### config.mk
export PLATFORM = sky130hd
export DESIGN_NAME = latch_write_arbiter
export DESIGN_NICKNAME = d
export VERILOG_FILES = /design/src/rtl/latch_write_arbiter.sv
export SDC_FILE = /design/constraint.sdc
export NUM_CORES = 1
export LEC_CHECK = 0
export CORE_UTILIZATION = 43
export CTS_CLUSTER_SIZE = 16
export DETAILED_ROUTE_END_ITERATION = 10
export PLACE_DENSITY = 0.79
export SETUP_SLACK_MARGIN = 0.15
export SLEW_MARGIN = 30
export SYNTH_ARGS = -nofsm -noshare
export SYNTH_HDL_FRONTEND = slang
export SYNTH_SLANG_ARGS = --single-unit
### constraint.sdc
create_clock -name clk -period 2.3 [get_ports clk]
set_clock_uncertainty 0.2 [all_clocks]
set_input_delay 0.23 -clock clk [delete_from_list [all_inputs] [get_ports clk]]
set_output_delay 0.23 -clock clk [all_outputs]
set_load 0.005 [all_outputs]
### src/rtl/latch_write_arbiter.sv
// Round-robin arbiter that serialises four requesters onto one shared latch bank,
// sequencing SETUP / OPEN / HOLD phases around a registered, glitch-free latch enable.
module latch_write_arbiter #(
  parameter int WIDTH     = 8,
  parameter int SETUP_CYC = 1,
  parameter int OPEN_CYC  = 2,
  parameter int HOLD_CYC  = 1
) (
  input  logic               clk,
  input  logic               reset_n,
  input  logic [3:0]         req,
  input  logic [4*WIDTH-1:0] wdata,
  output logic [3:0]         grant,
  output logic [WIDTH-1:0]   latch_d,
  output logic               latch_en,
  output logic               busy,
  output logic               done
);

  typedef enum logic [1:0] {IDLE, SETUP, OPEN, HOLD} state_t;

  localparam logic [3:0] SETUP_LD = 4'(SETUP_CYC - 1);
  localparam logic [3:0] OPEN_LD  = 4'(OPEN_CYC - 1);
  localparam logic [3:0] HOLD_LD  = 4'(HOLD_CYC - 1);

  state_t           r_state, w_nxt;
  logic [3:0]       r_cnt, w_cnt_nxt;
  logic [1:0]       r_ptr, w_win;
  logic             w_found, w_take;
  logic [3:0]       r_grant;
  logic [WIDTH-1:0] r_latch_d;
  logic             r_latch_en, r_done;

  // Scan downward from ptr+3 so the nearest requester above ptr is written last and wins.
  always_comb begin
    w_found = 1'b0;
    w_win   = r_ptr;
    for (int k = 3; k >= 0; k--) begin
      if (req[r_ptr + 2'(k)]) begin
        w_found = 1'b1;
        w_win   = r_ptr + 2'(k);
      end
    end
  end

  assign w_take = (r_state == IDLE) && w_found;

  always_comb begin
    w_nxt     = r_state;
    w_cnt_nxt = r_cnt;
    case (r_state)
      IDLE:  if (w_found) begin w_nxt = SETUP; w_cnt_nxt = SETUP_LD; end
      SETUP: if (r_cnt == 4'd0) begin w_nxt = OPEN; w_cnt_nxt = OPEN_LD; end
             else w_cnt_nxt = r_cnt - 4'd1;
      OPEN:  if (r_cnt == 4'd0) begin w_nxt = HOLD; w_cnt_nxt = HOLD_LD; end
             else w_cnt_nxt = r_cnt - 4'd1;
      HOLD:  if (r_cnt == 4'd0) begin w_nxt = IDLE; w_cnt_nxt = 4'd0; end
             else w_cnt_nxt = r_cnt - 4'd1;
      default: begin w_nxt = IDLE; w_cnt_nxt = 4'd0; end
    endcase
  end

  // latch_en is decoded from the next state so the pin itself is a flop output.
  always_ff @(posedge clk or negedge reset_n) begin
    if (!reset_n) begin
      r_state    <= IDLE;
      r_cnt      <= 4'd0;
      r_ptr      <= 2'd0;
      r_grant    <= 4'd0;
      r_latch_d  <= '0;
      r_latch_en <= 1'b0;
      r_done     <= 1'b0;
    end else begin
      r_state    <= w_nxt;
      r_cnt      <= w_cnt_nxt;
      r_grant    <= w_take ? (4'b0001 << w_win) : 4'd0;
      r_latch_en <= (w_nxt == OPEN);
      r_done     <= (r_state == HOLD) && (r_cnt == 4'd0);
      if (w_take) begin
        r_ptr     <= w_win + 2'd1;
        r_latch_d <= wdata[w_win*WIDTH +: WIDTH];
      end
    end
  end

  always_comb begin
    busy     = (r_state != IDLE);
    grant    = r_grant;
    latch_d  = r_latch_d;
    latch_en = r_latch_en;
    done     = r_done;
  end

endmodule
; ---- After elaboration in Yosys (flattened, before gate mapping)
; Cells that the tools add are included.
[word_totals]
in_bits = 38
register_bits = 22
wordCells = 55
[op_classes]
n_reduce_logical = 6
add_sub_neg = 5
muxes = 26
eq_ne = 5
order_cmp = 4
n_shift = 2
[op_table]
columns = cell, count
row1 = variable part select 32 x 6 -> 8 bit, 1
row2 = 2-to-1 mux 2 bit, 8
row3 = 2-to-1 mux 4 bit, 4
row4 = "less-than comparator 2 x 3 -> 1 bit, second input constant", 4
row5 = one-hot mux 4 bit (3 select lines), 1
row6 = binary-select mux 1 bit (select 2 bit), 4
row7 = 2-to-1 mux 1 bit, 8
row8 = one-hot mux 2 bit (4 select lines), 1
row9 = "equality test 2 bit, second input constant", 3
row10 = "adder 2 x 1 -> 2 bit, second input constant", 2
row11 = "adder 2 bit, second input constant", 2
row12 = zero test 4 bit, 1
row13 = "<< shifter 1 x 2 -> 4 bit, first input constant", 1
row14 = "subtractor 4 x 1 -> 4 bit, second input constant", 1
row15 = "equality test 2 x 1 -> 1 bit, second input constant", 1
row16 = logical AND 1 bit, 2
row17 = zero test 2 bit, 1
row18 = "inequality test 2 bit, second input constant", 1
row19 = nonzero test 2 bit, 1
row20 = OR reduction 2 bit, 1

; ---- Logic depth before layout (Yosys ltp)
[depth]
word_depth = 10
ltp_mapped = 7

; ---- Least setup slack after synthesis
; No wires, ideal clock.
[synth_timing]
path_type = reg-to-reg
startpoint = register r_ptr[1]
endpoint = register r_latch_d[0] (netlist: latch_d[0])
period_less_slack_ns = 1.913
path_stages_with_launch = 7
t_required_ns = 1.954
setup_slack_ns = 0.387
setup_time_ns = 0.146
arrival_time_ns = 1.568
path_cell_list = dfrtp_1 -> clkbuf_2 -> or3_1 -> o2111ai_1 -> nand3_1 -> a211oi_2 -> a211oi_1
[synth_between]
elab_chain_len = 8
elab_cells_between_ends = 21
[synth_rtl]
columns = element, line_no
row1 = from (decl), 28  ; logic [1:0] r_ptr, w_win;
row2 = from (signal assigned), 80  ; r_ptr <= w_win + 2'd1;
row3 = adder 2 bit, "39, 41"
row4 = binary-select mux 1 bit (select 2 bit), 39  ; if (req[r_ptr + 2'(k)]) begin
row5 = 2-to-1 mux 1 bit (implied by the code), 39
row6 = 2-to-1 mux 2 bit / 2-to-1 mux 1 bit (equally long branches) (4 in series), 39
row7 = variable part select 32 x 6 -> 8 bit / logical AND 1 bit (equally long branches), "81, 46"
row8 = to (signal assigned), 81  ; r_latch_d <= wdata[w_win*WIDTH +: WIDTH];
row9 = to (decl), 31  ; logic [WIDTH-1:0] r_latch_d;
; Parallel ways exist; a longest one is shown, timed or not. The select of a mux whose other input is x is not followed.
; A chain may end at the register's enable or synchronous reset.

; ---- Worst setup path after layout
[layout_timing]
startpoint = input req[2]
endpoint = register r_latch_d[7] (netlist: latch_d[7])
[layout_between]
elab_chain_len = 7
elab_cells_between_ends = 18
[layout_rtl]
columns = element, line_no
row1 = from (decl), 11  ; input logic [3:0] req,
row2 = binary-select mux 1 bit (select 2 bit), 39
row3 = 2-to-1 mux 1 bit (implied by the code), 39
row4 = 2-to-1 mux 2 bit / 2-to-1 mux 1 bit (equally long branches) (4 in series), 39
row5 = variable part select 32 x 6 -> 8 bit / logical AND 1 bit (equally long branches), "81, 46"
; Parallel ways exist; a longest one is shown, timed or not. The select of a mux whose other input is x is not followed.

==> results by group <==
Synth
  • Async set-reset flop share out of synthesis: 100%
  • Compound-Gate Fraction of Synth Area: 23.3%
  • Adder-Cell Fraction of Synth Area: 1.83%
  • Synth top area cells: dfrtp_1, a211oi_1, a211oi_2
  • Simple-gate share of the synthesized area: 20.1%
  • Xor and xnor area share after synthesis: 1.28%
  • Post-synth top flop: dfrtp_1
  • Synth cell count leaders: dfrtp_1, nand2_1, a211oi_1
  • Mux cell area share after synthesis: 7.33%
  • Average size of a mapped cell: 9.62 sq um
  • Yosys reg bits: 22
  • Netlist Area Pre-Place: 1370 sq um
  • Most frequent cell after synthesis: dfrtp_1
  • Cell variety after synth: 36
  • Area leader, netlist: dfrtp_1
  • Mapped Cells: 142
  • EDFF count, synth: 0
  • Synth Warn #: 0
  • Post-synthesis sequential area ratio: 40.3%
  • Synth top area share: 40.3%
  • Post-Syn Nets: 182
  • Main combinational cell family by area after synthesis: compound AO/OA/AOI/OAI gates

Final layout
  • Post-Layout Cell Count: 244
  • Post-layout util: 65.7%
  • Area growth from synthesis to layout: 45.7%
  • Share of cells above drive strength 1: 14.5%
  • N_diodes: 0
  • Nets: 242

Routing
  • WL/cell: 13.9 microns
  • Drc violations: 1
  • Total number of vias: 1,319
  • First drt pass iteration count: 8
  • ANT nets after route: 0
  • Final WL: 3390 microns
  • DR vias/cell: 5.41
  • Iter 0 DRT Violations: 41

Global routing
  • GRT Util Overall: 20.5%
  • Initial antenna violation count: 0
  • Gr ovfl total: 0
  • Pin count of the biggest net entering global routing: 23
  • Number of global-route vias before repair: 1,233
  • First-pass GRT wire length: 5390 microns

Clocking
  • Clock Sinks: 22
  • CTS Buf Count: 3
  • Clock Root Buffer: clkbuf_4
  • CTS H-tree lvls: 1
  • Hold_buf cts: 0
  • Clk buf depth: 2
  • CTS clk-pin slew, worst paths: 0.12 ns
  • CTS tree: done
  • Clk_lat worst skew: 0.30 ns

Worst setup path
  • Critical Path Source Type: primary input
  • Worst reg2reg path depth: 5
  • Critical path peak fanout: 22
  • RR Startpoint: r_ptr[0]
  • Worst EP arrival: 2.07 ns
  • Setup crit end kind: flop
  • CP Class: primary input to flop
  • Required time worst endpoint: 2.31 ns
  • Setup slack, reg-to-reg: 0.27 ns
  • FF-to-FF End: latch_d[7]

Power and ir drop
  • Worst IR drop on VDD: 0.447 mV
  • Reg power frac: 36.6%
  • P_leak: 0.819 nW
  • Pint: 1.14 mW
  • Switching share of power: 39.0%
  • Logic pwr share: 54.2%
  • Power density over the cells: 937 nW/um^2
  • Switching pwr: 727 uW
  • Clock share of power: 9.2%

Floorplan
  • Die ar.: 3410 sq um
  • Core area: 3030 sq um
  • Die height: 58.4 microns
  • I/O Pins: 53
  • Die W: 58.4 microns
  • Starting density of the core: 45.1%
  • FP Rows: 20

STA
  • Period utilisation layout: 89.7%
  • Crit path time final: 2.06 ns
  • Worst Setup Slack, final: 0.236 ns
  • Final Hold Vio Count: 0
  • Max Clk Rate: 0.485 GHz
  • Final setup vio count: 0
  • RSZ-0062 raised after global routing: yes
  • Least-Margin Pin Slew: 0.504 ns
  • Pins Over Slew Limit: 0
  • Slew HR: 66.2%

Placed design
  • GPL Wtd Cong: 0.787
  • Pre-CTS WS: -0.0845 ns
  • Hpwl dp: 2670 microns
  • DP Cell Count: 241
  • IO Port Bufs: 52

Run status
  • Failing checks: DRC
  • Outcome: finished with violations

Run
  • Max Cap Viol: 0

Worst hold path
  • Hold crit path type: primary input to asynchronous set/reset pin
-- area by class of cell --
type                            instances  area [sq um]
Sequential cell                        22           551
Timing Repair Buffer                   63           603
Inverter                                6          22.5
Clock buffer                            3          22.5
Multi-Input combinational cell        106           737
Fill cell                             241          1040
Tap cell                               44          55.1
-- per-layer routing --
layer	wire length [microns]	track usage, %	up-vias
li1	-	-	632
met1	1500	27.4	631
met2	1720	34.3	46
met3	123	1.54	10
met4	44	8.84	0
met5	0	0	-
-- power groups by stage --
stage,Sequential [mW],Combinational [mW],Clock [mW]
floorplan,0.635,0.668,0
global placement,0.677,0.966,0
detailed placement,0.686,1.01,0
CTS,0.681,1.01,0.174
global route,0.703,1.11,0.191
finish,0.683,1.01,0.171
-- flip-flops by register name, summed over array words and instances, names as in the netlist --
name / flops
done: 1
grant: 4
latch_d: 8
latch_en: 1
r_cnt: 4
r_ptr: 2
r_state: 2
-- worst max-delay path, cell delays in order --
cell and delay (ns):
clkdlybuf4s50_1 0.52, nor3b_2 0.26, o22ai_2 0.12, a211o_4 0.48, mux2i_1 0.19, a211oi_1 0.27
-- cells by family after synthesis --
logic type                 count (synthesis)
AOI/OAI and AO/OA                         37
xor gates and xnor gates                   2
adders and majority gates                  2
buffers and inverters                     14
DFF                                       22
muxes                                     10
and+or+nand+nor                           55
-- stage by stage --
stage | cell area [sq um] | TNS (ns) | power [mW] | hold WS (ns)
2_1_floorplan | 1370 | 0 | 1.30 | -0.266
3_3_place_gp | 1970 | 0 | 1.64 | 0.300
3_5_place_dp | 1970 | -0.414 | 1.69 | 0.320
4_1_cts | 1990 | 0 | 1.86 | 0.0842
5_1_grt | 1990 | 0 | 2.01 | 0.0946
6_report | 1990 | 0 | 1.87 | 0.0756
-- timing repair --
item | 4_1_cts | 5_1_grt
buffers inserted | 0 | 0
gates resized for setup | 0 | 1
hold endpoints to repair | 0 | 0
setup endpoints to repair | 0 | 2
-- layout by cell type, fill, tap and decap left out, drive strengths merged, types with 2 or more instances in the layout --
cell and instances:
a211oi 24, and3 2, buf 11, clkbuf 3, clkdlybuf4s50 52, dfrtp 22, ha 2, inv 6
mux2i 10, nand2 19, nand3 2, nor2 15, nor2b 4, nor3 5, nor3b 2, o21ai 6
xnor2 2
-- worst max path at each step --
stage | endpoint | slack (ns) | depth (start not counted) | from
final | latch_d[7] | 0.24 | 6 | req[2]
after detailed placement | latch_d[7] | -0.08 | 6 | req[2]
after CTS | latch_d[7] | 0.23 | 6 | req[2]
after global placement | latch_d[0] | 0.04 | 6 | req[2]
after floorplan | latch_d[0] | 0.39 | 6 | r_ptr[1]
after global routing | latch_d[7] | 0.13 | 6 | req[2]
No activity file was read; power rests on OpenSTA's default activity.
